<file path="src/rtl/rv32i_instr_encoder.sv">
// rv32i_instr_encoder: encodes abstract RV32I operation requests and writes them sequentially into imem
module rv32i_instr_encoder #(
  parameter int ADDR_W = 32,
  parameter int DEPTH = 1024,
  parameter int CNT_W = $clog2(DEPTH + 1)
) (
  input  logic              clk,
  input  logic              rst,
  input  logic              start,
  input  logic [ADDR_W-1:0] start_addr,
  input  logic              stop,
  input  logic              req_valid,
  output logic              req_ready,
  input  logic [2:0]        req_kind,
  input  logic [3:0]        req_alu_op,
  input  logic [1:0]        req_width,
  input  logic              req_unsigned,
  input  logic [2:0]        req_cond,
  input  logic [4:0]        req_rd,
  input  logic [4:0]        req_rs1,
  input  logic [4:0]        req_rs2,
  input  logic [31:0]       req_imm,
  output logic              wr_en,
  output logic [ADDR_W-1:0] wr_addr,
  output logic [31:0]       wr_data,
  output logic              busy,
  output logic              full,
  output logic              err,
  output logic [CNT_W-1:0]  word_count
);
  typedef enum logic [1:0] {IDLE, RUN, DONE, FULL} state_t;
  state_t state_q, state_d;
  logic              wr_en_q, err_q;
  logic [ADDR_W-1:0] wr_addr_q, nxt_q;
  logic [31:0]       wr_data_q, enc;
  logic [CNT_W-1:0]  cnt_q;
  logic [2:0]        f3;
  logic              legal, accept, alt, is_shift, imm12_ok, imm13_ok, imm21_ok, sh_ok;
  assign accept   = req_valid && req_ready;
  assign alt      = req_alu_op == 4'd1 || req_alu_op == 4'd7;
  assign is_shift = req_alu_op inside {4'd5, 4'd6, 4'd7};
  assign imm12_ok = &req_imm[31:11] || ~|req_imm[31:11];
  assign imm13_ok = &req_imm[31:12] || ~|req_imm[31:12];
  assign imm21_ok = &req_imm[31:20] || ~|req_imm[31:20];
  assign sh_ok    = ~|req_imm[31:5];
  assign wr_en      = wr_en_q;
  assign wr_addr    = wr_addr_q;
  assign wr_data    = wr_data_q;
  assign err        = err_q;
  assign word_count = cnt_q;
  // alu_op to funct3 (ADD,SUB,AND,OR,XOR,SLL,SRL,SRA,SLT,SLTU)
  always_comb begin
    case (req_alu_op)
      4'd2:       f3 = 3'b111;
      4'd3:       f3 = 3'b110;
      4'd4:       f3 = 3'b100;
      4'd5:       f3 = 3'b001;
      4'd6, 4'd7: f3 = 3'b101;
      4'd8:       f3 = 3'b010;
      4'd9:       f3 = 3'b011;
      default:    f3 = 3'b000;
    endcase
  end
  // instruction word assembly and legality check for the current request
  always_comb begin
    legal = 1'b0;
    enc   = '0;
    case (req_kind)
      3'd0: begin
        legal = req_alu_op < 4'd10;
        enc   = {1'b0, alt, 5'b0, req_rs2, req_rs1, f3, req_rd, 7'b0110011};
      end
      3'd1: begin
        legal = req_alu_op < 4'd10 && req_alu_op != 4'd1 && (is_shift ? sh_ok : imm12_ok);
        enc   = {is_shift ? {1'b0, alt, 5'b0, req_imm[4:0]} : req_imm[11:0], req_rs1, f3, req_rd, 7'b0010011};
      end
      3'd2: begin
        legal = req_width != 2'b11 && !(req_width == 2'b10 && req_unsigned) && imm12_ok;
        enc   = {req_imm[11:0], req_rs1, req_unsigned, req_width, req_rd, 7'b0000011};
      end
      3'd3: begin
        legal = req_width != 2'b11 && !req_unsigned && imm12_ok;
        enc   = {req_imm[11:5], req_rs2, req_rs1, 1'b0, req_width, req_imm[4:0], 7'b0100011};
      end
      3'd4: begin
        legal = !req_imm[0] && imm13_ok && req_cond[2:1] != 2'b01;
        enc   = {req_imm[12], req_imm[10:5], req_rs2, req_rs1, req_cond, req_imm[4:1], req_imm[11], 7'b1100011};
      end
      3'd5: begin
        legal = ~|req_imm[11:0];
        enc   = {req_imm[31:12], req_rd, 7'b0110111};
      end
      3'd6: begin
        legal = ~|req_imm[11:0];
        enc   = {req_imm[31:12], req_rd, 7'b0010111};
      end
      default: begin
        legal = !req_imm[0] && imm21_ok;
        enc   = {req_imm[20], req_imm[10:1], req_imm[11], req_imm[19:12], req_rd, 7'b1101111};
      end
    endcase
  end
  // state register
  always_ff @(posedge clk) begin
    if (rst) state_q <= IDLE;
    else state_q <= state_d;
  end
  // next state: start always restarts; the last legal word fills the program
  always_comb begin
    state_d = state_q;
    if (start) state_d = RUN;
    else if (state_q == RUN && stop) state_d = DONE;
    else if (accept && legal && cnt_q == CNT_W'(DEPTH - 1)) state_d = FULL;
  end
  // state-derived outputs; start/stop take priority over a same-cycle request
  always_comb begin
    busy      = state_q == RUN;
    full      = state_q == FULL;
    req_ready = state_q == RUN && !start && !stop;
  end
  // write port, address pointer, word counter and sticky error
  always_ff @(posedge clk) begin
    if (rst) begin
      wr_en_q   <= 1'b0;
      wr_addr_q <= '0;
      wr_data_q <= '0;
      nxt_q     <= '0;
      cnt_q     <= '0;
      err_q     <= 1'b0;
    end else if (start) begin
      wr_en_q <= 1'b0;
      nxt_q   <= start_addr & ~ADDR_W'(3);
      cnt_q   <= '0;
      err_q   <= 1'b0;
    end else begin
      wr_en_q <= accept && legal;
      if (accept && legal) begin
        wr_addr_q <= nxt_q;
        wr_data_q <= enc;
        nxt_q     <= nxt_q + ADDR_W'(4);
        cnt_q     <= cnt_q + CNT_W'(1);
      end
      if (accept && !legal) err_q <= 1'b1;
    end
  end
endmodule

</file>
<file path="config.mk">
export PLATFORM = sky130hd
export DESIGN_NAME = rv32i_instr_encoder
export DESIGN_NICKNAME = d
export VERILOG_FILES = /design/src/rtl/rv32i_instr_encoder.sv
export SDC_FILE = /design/constraint.sdc
export NUM_CORES = 1
export LEC_CHECK = 0
export BUFFER_PORTS_ARGS = -buffer_cell sky130_fd_sc_hd__buf_2
export CAP_MARGIN = 25
export CORE_ASPECT_RATIO = 1.5
export CORE_UTILIZATION = 40
export CTS_BUF_LIST = sky130_fd_sc_hd__clkbuf_8 sky130_fd_sc_hd__clkbuf_16
export CTS_CLUSTER_DIAMETER = 200
export CTS_CLUSTER_SIZE = 12
export DETAILED_ROUTE_END_ITERATION = 6
export SLEW_MARGIN = 20
export SYNTH_ARGS = -nofsm -noshare
export SYNTH_HDL_FRONTEND = slang
export SYNTH_SLANG_ARGS = --single-unit
</file>
<file path="constraint.sdc">
create_clock -name clk -period 3.13 [get_ports clk]
set_clock_uncertainty 0.2 [all_clocks]
set_input_delay 0.1565 -clock clk [delete_from_list [all_inputs] [get_ports clk]]
set_output_delay 0.1565 -clock clk [all_outputs]
set_load 0.02 [all_outputs]
</file>
== Word level (Yosys, flattened, before mapping) ==
Memories as Yosys holds them, arrays and structs flattened.
Cells that the tools add are included.

* Bitwise operators: 1
* Add/sub/neg operators: 2
* Reductions and logical operators: 48
* Multiply operators: 0
* Magnitude comparators: 1
* Equal/unequal tests: 17
* Muxes and demuxes: 9
* Div/mod/pow operators: 0
* Shift operators: 0

{| class="wikitable"
|+ Operator list
! cell !! count
|-
| 32-bit case mux with 7 select lines || 1
|-
| 32-bit two-way mux || 2
|-
| 32-bit by 3-bit adder with 32-bit output (second input constant) || 1
|-
| 27-bit OR reduction || 1
|-
| 12-bit OR reduction || 2
|-
| 21-bit AND reduction || 1
|-
| 21-bit OR reduction || 1
|-
| 20-bit AND reduction || 1
|-
| 20-bit OR reduction || 1
|-
| 1-bit logical AND || 17
|-
| 4-bit by 3-bit equality test with 1-bit output (second input constant) || 3
|-
| 12-bit two-way mux || 1
|-
| 12-bit AND reduction || 1
|-
| 11-bit by 1-bit adder with 11-bit output (second input constant) || 1
|-
| 11-bit by 10-bit equality test with 1-bit output (second input constant) || 1
|-
| 1-bit zero test || 11
|-
| 3-bit equality test (second input constant) || 3
|-
| 3-bit by 2-bit equality test with 1-bit output (second input constant) || 2
|-
| 1-bit case mux with 6 select lines || 1
|-
| 3-bit nonzero test || 2
|-
| 2-bit equality test (second input constant) || 2
|-
| 4-bit by 1-bit equality test with 1-bit output (second input constant) || 1
|-
| 1-bit logical OR || 4
|-
| 4-bit < comparator (second input constant) || 1
|-
| 12 further kinds || 16
|}

* RAM bits: 0
* Word-level logic and storage cells: 88
* Memories: 1
* Register bits: 111
* ROM bits: 48
* Latch bits: 0

{| class="wikitable"
|+ Memories
! memory !! depth !! bits a word !! read ports !! clocked after memory_dff !! write ports !! RTL line !! source
|-
| (no name shown) || 16 || 3 || 1 || 0 || 0 || 53 || <nowiki>case (req_alu_op)</nowiki>
|}

== Longest topological paths before layout ==
Gate-level depths: netlist of run 1.

* Depth in word-level cells: 11
* Depth in mapped cells: 11
* Mapped depth without buffers: 8

== Worst setup path before layout of run 1 ==
Ideal clock, no wire load.

* Kind: input to register
* Start point: in req_kind[0]
* End point: reg nxt_q[10]
* Cell stages on the path: 9
* Setup time: 0.074 ns
* Setup slack: 0.441 ns
* Path buffers: 2
* Arrival time: 2.415 ns
* Cells stage by stage: buf_2 -> or4b_4 -> nor4_2 -> a22oi_1 -> o211a_1 -> a211o_1 -> buf_2 -> or3_1 -> a31oi_1

* Cells in the longest elaborated chain, start to end: 5
* Elaborated cells between the ends (all ways): 11

{| class="wikitable"
|+ RTL lines
! item !! RTL line !! source
|-
| start, declared || 14 || <nowiki>input logic [2:0] req_kind,</nowiki>
|-
| 3-bit equality test || 68 || <nowiki>case (req_kind)</nowiki>
|-
| 2-bit OR reduction (no line) || -- ||
|-
| 1-bit case mux with 6 select lines * || 68 ||
|-
| 1-bit logical AND * || 137 || <nowiki>if (accept && legal) begin</nowiki>
|-
| 2-bit nonzero test (no line) * || -- ||
|-
| end signal, assigned || 132 || <nowiki>nxt_q <= start_addr & ~ADDR_W'(3);</nowiki>
|-
| end signal, assigned || 140 || <nowiki>nxt_q <= nxt_q + ADDR_W'(4);</nowiki>
|-
| end, declared || 34 || <nowiki>logic [ADDR_W-1:0] wr_addr_q, nxt_q;</nowiki>
|}

Every way passes the cells marked *; elsewhere a longest branch is shown, timed or not.
A chain may end at the register's enable or synchronous reset.

== Worst setup path after layout of run 1 ==
* Start point: in req_imm[7]
* End point: reg nxt_q[18]

* Cells in the longest elaborated chain, start to end: 7
* Elaborated cells between the ends (all ways): 9

{| class="wikitable"
|+ RTL lines
! item !! RTL line !! source
|-
| start, declared || 22 || <nowiki>input logic [31:0] req_imm,</nowiki>
|-
| 27-bit OR reduction || 45 || <nowiki>assign sh_ok = ~|req_imm[31:5];</nowiki>
|-
| 1-bit zero test || 45 ||
|-
| 1-bit two-way mux || 74 || <nowiki>legal = req_alu_op < 4'd10 && req_alu_op != 4'd1 && (is_shift ? sh_ok : imm12_ok);</nowiki>
|-
| 1-bit logical AND || 74 ||
|-
| 1-bit case mux with 6 select lines * || 68 ||
|-
| 1-bit logical AND * || 137 ||
|-
| 2-bit nonzero test (no line) * || -- ||
|}

Marks and branches as above.

==> flow_metrics.env, run 1 <==
export IMPL_status="complete, no violations"
export IMPL_post_dp_hpwl_mm=13.78
export IMPL_whs_ns=0.01260
export IMPL_wirelength_mm=19.19
export IMPL_crit_fanout=13
export IMPL_avgSynthCellArea_um2=7.527
export IMPL_fin_ws_ns=0.1366
export IMPL_p_clk_share_pct=39.7
export IMPL_max_freq_ghz=0.3341
export IMPL_clock_sinks=106
export IMPL_switchingPower_mw=0.8076
export IMPL_start_util_pct=41.48
export IMPL_netlist_cell_type_count=58
export IMPL_grt_antenna_before_repair=0
export IMPL_switching_share_pct=26.88
export IMPL_rows=52
export IMPL_timing_final_crit_share_pct=95.64
export IMPL_yosysSeqAreaShare_pct=37.44
export IMPL_power_frac_comb_pct=13.5
export IMPL_grt_usage_pct=26.12
export IMPL_die_w_um=99.20
export IMPL_intPower_mw=2.197
export IMPL_startpoint="req_imm[7]"
export IMPL_yosys_register_bits=106
export IMPL_worstSetupEndpointType="flop"
export IMPL_grt_pass1_vias=6133
export IMPL_path_class="input port to flop"
export IMPL_clockBufferDepth=2
export IMPL_reg2reg_from="nxt_q[11]"
export IMPL_finalWeightedCongestion=0.9278
export IMPL_drt_pass1_iterations=5
export IMPL_final_common_cell="buf_2"
export IMPL_period_minus_slack_ns=2.993
export IMPL_powerDensity_mw_per_mm2=395.4
export IMPL_clock_latency_ns=0.35
export IMPL_diodes=0
export IMPL_worst_pin_slew_ns=0.9414
export IMPL_slowest_delay_ns=0.53
export IMPL_crit_end="nxt_q[18]"
export IMPL_syn_to_final_growth_pct=34.08
export IMPL_layout_common_cells="buf_2 (171), nand2_1 (160), dfxtp_1 (106), a21oi_1 (67), dlygate4sd3_1 (51)"
export IMPL_preCtsSetupSlack_ns=0.07552
export IMPL_drv_cap=0
export IMPL_total_power_mw=3.005
export IMPL_path_cells="dlygate4sd3_1 -> buf_2 -> nor4_1 -> nand2_1 -> o32a_1 -> o211a_1 -> a211o_2 -> or4_1 -> a31oi_1"
export IMPL_drc=0
export IMPL_wl_per_cell_um=17.06
export IMPL_crit_arrival_ns=3.07
export IMPL_routed_via_density=5.773
export IMPL_p_leak_nw=3.061
export IMPL_yosysTopAreaCell="dfxtp_1"
export IMPL_drive_gt1_share_pct=24.09
export IMPL_finalMaxSlewViolations=0
export IMPL_layout_nets=1057
export IMPL_hold_viol=0
export IMPL_cp_required_ns=3.21
export IMPL_root_buffer="clkbuf_16"
export IMPL_tns_ns=0
export IMPL_syn_cell_area_mm2=0.005668
export IMPL_synth_ff_type="dfxtp_1"
export IMPL_rr_worst_depth=6
export IMPL_die_area_mm2=0.01466
export IMPL_drtIter0Drc=379
export IMPL_rsz0062_at_grt="no"
export IMPL_portBuffers=172
export IMPL_postCtsSetupBuffers=0
export IMPL_vdd_drop_max_uv=295.4
export IMPL_cp_slowest_cell="dlygate4sd3_1"
export IMPL_vias=6495
export IMPL_hold_path_class="input port to flop"
export IMPL_num_io_pins=177
export IMPL_synthTopCellsByArea="dfxtp_1 (37%), nand2_1 (11%), a21oi_1 (6.0%), nand3_1 (3.3%), clkbuf_1 (2.8%)"
export IMPL_grt_max_degree=72
export IMPL_synth_async_reset_ratio_pct=0
export IMPL_grt_pass1_wl_mm=30.39
export IMPL_rrSetupSlack_ns=0.58
export IMPL_core_area_mm2=0.01366
export IMPL_start_kind="input port"
export IMPL_cts_tree="yes"
export IMPL_cts_buffers=9
export IMPL_overflow=0
export IMPL_syn_instance_count=753
export IMPL_relSlewSlack_pct=37.00
export IMPL_synth_top_cell_area_share_pct=37.44
export IMPL_clk_pin_slew_ns=0.08
export IMPL_setup_violations=0
export IMPL_r2r_end="nxt_q[30]"
export IMPL_nFillCells=1340
export IMPL_ant_nets=0
export IMPL_synth_edff_count=0
export IMPL_pwr_share_seq_pct=46.8
export IMPL_yosys_warnings=0
export IMPL_htreeDepth=3
export IMPL_die_y_um=147.8
[worst min path at each step]
stage	start	endpoint	slack [ns]	depth (start not counted)
CTS	req_rd[2]	wr_data[9]	0.003	5
detailed placement	start_addr[30]	nxt_q[30]	0.23	3
global route	req_rd[0]	wr_data[7]	0.03	5
floorplan	start_addr[30]	nxt_q[30]	0.11	2
global placement	start_addr[30]	nxt_q[30]	0.23	3
finish	req_rd[0]	wr_data[7]	0.01	5
[Yosys cell counts, drive strengths merged (9+ instances only)]
master  count
and3       13
mux2i      16
or3        10
nor3       21
o221ai     10
or4        16
nor2       41
a31oi      22
a21oi      68
a211oi     11
nand4      14
o21ai      24
nand2     160
clkbuf     43
buf        16
dfxtp     106
o311ai     11
a221oi      9
a22o       11
nand3      37
inv        10
[registers in the layout, indices dropped and copies added, names as in the netlist]
| signal | count |
|---|---|
| err | 1 |
| wr_data | 31 |
| nxt_q | 30 |
| state_q | 2 |
| wr_en | 1 |
| wr_addr | 30 |
| word_count | 11 |
[cell type report]
type / instances / area (µm²) / share of cell area, %
inverter: 11 / 41.29 / 0.5433
tap: 162 / 202.7 / 2.667
clock buffer: 9 / 225.2 / 2.963
sequential: 106 / 2122 / 27.92
clock inverter: 7 / 87.58 / 1.152
multi-input combinational: 578 / 3292 / 43.32
timing repair buffer: 252 / 1629 / 21.44
[logic make-up (layout without fill, tap and decap cells)]
logic type / Yosys count / count (layout) / synth area share, %
AO/OA/AOI/OAI: 206 / 206 / 24.00
XOR/XNOR: 3 / 3 / 0.4637
adder cells (fa/ha/maj): 2 / 2 / 0.4414
buffers and inverters: 70 / 279 / 5.055
flip-flops: 106 / 106 / 37.44
multiplexers: 20 / 20 / 3.620
other: 1 / 2 / 0.06616
AND/OR/NAND/NOR: 345 / 345 / 28.92
[worst max-delay path, delay by kind of cell]
kind,cells,cell delay (ns)
AO/OA/AOI/OAI,4,1.31
buffers and inverters,2,0.66
AND/OR/NAND/NOR,3,0.94
[power by group through the flow]
stage	registers, mW	clock network [mW]	logic (mW)
floorplan	1.43	0	0.195
global route	1.41	1.26	0.442
global placement	1.44	0	0.344
finish	1.41	1.19	0.406
detailed placement	1.44	0	0.350
CTS	1.41	1.21	0.402
[routing by layer]
| layer | share of wire, % | global-route usage (%) |
|---|---|---|
| met1 | 40 | 29.73 |
| met2 | 52 | 48.46 |
| met3 | 6.1 | 4.965 |
| met4 | 2.1 | 8.529 |
| met5 | 0 | 0 |
[stage by stage]
step,utilization (%),cells,area [µm²]
after floorplan,-,754,5672
after global placement,49.59,1058,6775
after detailed placement,49.59,1058,6775
after CTS,55.61,1125,7599
after global routing,55.62,1125,7600
final,55.62,1125,7600
[repair_timing]
| action | CTS | global route |
|---|---|---|
| endpoints found under the hold margin | 41 | 0 |
| gates resized for setup | 0 | 1 |
| hold buffers | 51 | 0 |
| endpoints found under the setup margin | 0 | 9 |
Note: power is estimated with default switching activity, not from simulation.
==> inputs of run 2 (changes only) <==
Settings changed: REMOVE_ABC_BUFFERS from default to 1.
==> run 2 against run 1 <==
Register-to-register slack got worse by 0.06 ns. Sequential power is essentially flat. Power is 1.4% lower. Design area increased by 0.21%. Clock power down 3%. Combinational power is essentially flat. First-iteration DRC count down 36%. Critical path type unchanged. Highest routed layer unchanged.
==> flow_metrics.env, run 2 (synthesized netlist as in run 1, its figures left out) <==
export IMPL_routed_via_density=5.778
export IMPL_period_minus_slack_ns=2.985
export IMPL_vias=6506
export IMPL_grt_pass1_wl_mm=31.66
export IMPL_relSlewSlack_pct=56.42
export IMPL_clock_latency_ns=0.35
export IMPL_cts_buffers=9
export IMPL_crit_fanout=13
export IMPL_path_class="input port to flop"
export IMPL_drtIter0Drc=244
export IMPL_cp_required_ns=3.21
export IMPL_fin_ws_ns=0.1449
export IMPL_p_leak_nw=3.067
export IMPL_vdd_drop_max_uv=197.5
export IMPL_wl_per_cell_um=17.45
export IMPL_rows=52
export IMPL_core_area_mm2=0.01366
export IMPL_layout_area_seq_mm2=0.002122
export IMPL_die_w_um=99.20
export IMPL_worstSetupEndpointType="flop"
export IMPL_drive_gt1_share_pct=24.07
export IMPL_crit_arrival_ns=3.07
export IMPL_diodes=0
export IMPL_syn_to_final_growth_pct=34.37
export IMPL_cp_slowest_cell="dlygate4sd3_1"
export IMPL_largest_reg_flops=31
export IMPL_nFillCells=1337
export IMPL_path_cells="dlygate4sd3_1 -> buf_2 -> nor4_1 -> nand2_1 -> o32a_1 -> o211a_1 -> a211o_4 -> or4_1 -> a31oi_1"
export IMPL_num_io_pins=177
export IMPL_overflow=0
export IMPL_layout_common_cells="buf_2 (171), nand2_1 (160), dfxtp_1 (106), a21oi_1 (67), dlygate4sd3_1 (52)"
export IMPL_layout_nets=1058
export IMPL_fin_cells=1126
export IMPL_start_kind="input port"
export IMPL_powerDensity_mw_per_mm2=389.0
export IMPL_status="complete, no violations"
export IMPL_root_buffer="clkbuf_16"
export IMPL_drc=0
export IMPL_clock_sinks=106
export IMPL_clk_pin_slew_ns=0.08
export IMPL_hold_viol=0
export IMPL_multiInputGateArea_mm2=0.003299
export IMPL_timing_final_crit_share_pct=95.37
export IMPL_postCtsSetupBuffers=0
export IMPL_ant_nets=0
export IMPL_die_y_um=147.8
export IMPL_grt_antenna_before_repair=0
export IMPL_post_dp_hpwl_mm=14.01
export IMPL_finalWeightedCongestion=0.8832
export IMPL_finalMaxSlewViolations=0
export IMPL_setup_violations=0
export IMPL_drt_pass1_iterations=6
export IMPL_dp_cells=1058
export IMPL_cts_tree="yes"
export IMPL_grt_usage_pct=27.00
export IMPL_htreeDepth=3
export IMPL_rsz0062_at_grt="no"
export IMPL_hold_path_class="input port to flop"
export IMPL_max_freq_ghz=0.3350
export IMPL_die_area_mm2=0.01466
export IMPL_drv_cap=0
export IMPL_start_util_pct=41.48
export IMPL_grt_pass1_vias=6364
export IMPL_wirelength_mm=19.65
export IMPL_portBuffers=172
export IMPL_preCtsSetupSlack_ns=0.04331
export IMPL_final_common_cell="buf_2"
export IMPL_grt_max_degree=55
export IMPL_slowest_delay_ns=0.54
export IMPL_clockBufferDepth=2
export IMPL_worst_pin_slew_ns=0.6538
==> run 2: cell types whose count changed in the layout (fill, tap and decap cells not counted), sizes merged <==
cell / before / now
clkinvlp: 1 / 2
bufinv: 1 / 0
clkinv: 4 / 2
clkbuf: 9 / 11
dlygate4sd3: 51 / 52
==> run 2: area by class of cell <==
type / count / area share, %
timing repair buffer: 253 / 21.69
clock inverter: 5 / 0.6079
multi-input combinational: 578 / 43.32
clock buffer: 11 / 3.319
tap: 162 / 2.661
sequential: 106 / 27.86
inverter: 11 / 0.5421
==> run 2: what timing repair did <==
action,in CTS,in global routing
endpoints found under the hold margin,42,0
endpoints found under the setup margin,0,14
gates resized for setup,0,5
hold buffers,52,0
==> run 2: final timing paths <==
kind / from / end / slack, ns / depth (start not counted)
setup / recovery: req_imm[7] / nxt_q[20] / 0.14 / 9
hold / removal: req_rd[1] / wr_data[8] / 0.01 / 5
setup reg to reg: nxt_q[2] / nxt_q[30] / 0.52 / 7
hold reg to reg: wr_data[21] / wr_data[21] / 0.25 / 2
==> run 2: power by group <==
group	switching, mW	internal [mW]	total (mW)
Sequential	0.0334	1.37	1.41
Combinational	0.219	0.187	0.406
Clock	0.552	0.597	1.15
Total	0.805	2.16	2.96
==> run 2: metrics by stage <==
step                instance area (µm²)  power, mW  utilization [%]  hold slack, ns  setup TNS [ns]
global placement                   6788      1.780            49.68          0.2202               0
global route                       7616      3.103            55.74         0.03184               0
floorplan                          5426      1.580                -         0.02557         -140.24
finish                             7616      2.963            55.74         0.01460               0
CTS                                7607      2.998            55.68        0.001188               0
detailed placement                 6788      1.785            49.68          0.2233               0
==> run 2: layer usage <==
metal	share of wire, %	vias to the layer above	global-route usage, %
met1	40	3040	30.95
li1	-	3179	-
met2	51	251	48.88
met4	3.1	0	11.69
met3	5.8	36	4.586
met5	0	-	0
==> run 2: worst max-delay path, delay by kind of cell <==
| family | cells | cell delay (ns) |
|---|---|---|
| buffers and inverters | 2 | 0.67 |
| AND/OR/NAND/NOR | 3 | 0.99 |
| AO/OA/AOI/OAI | 4 | 1.24 |
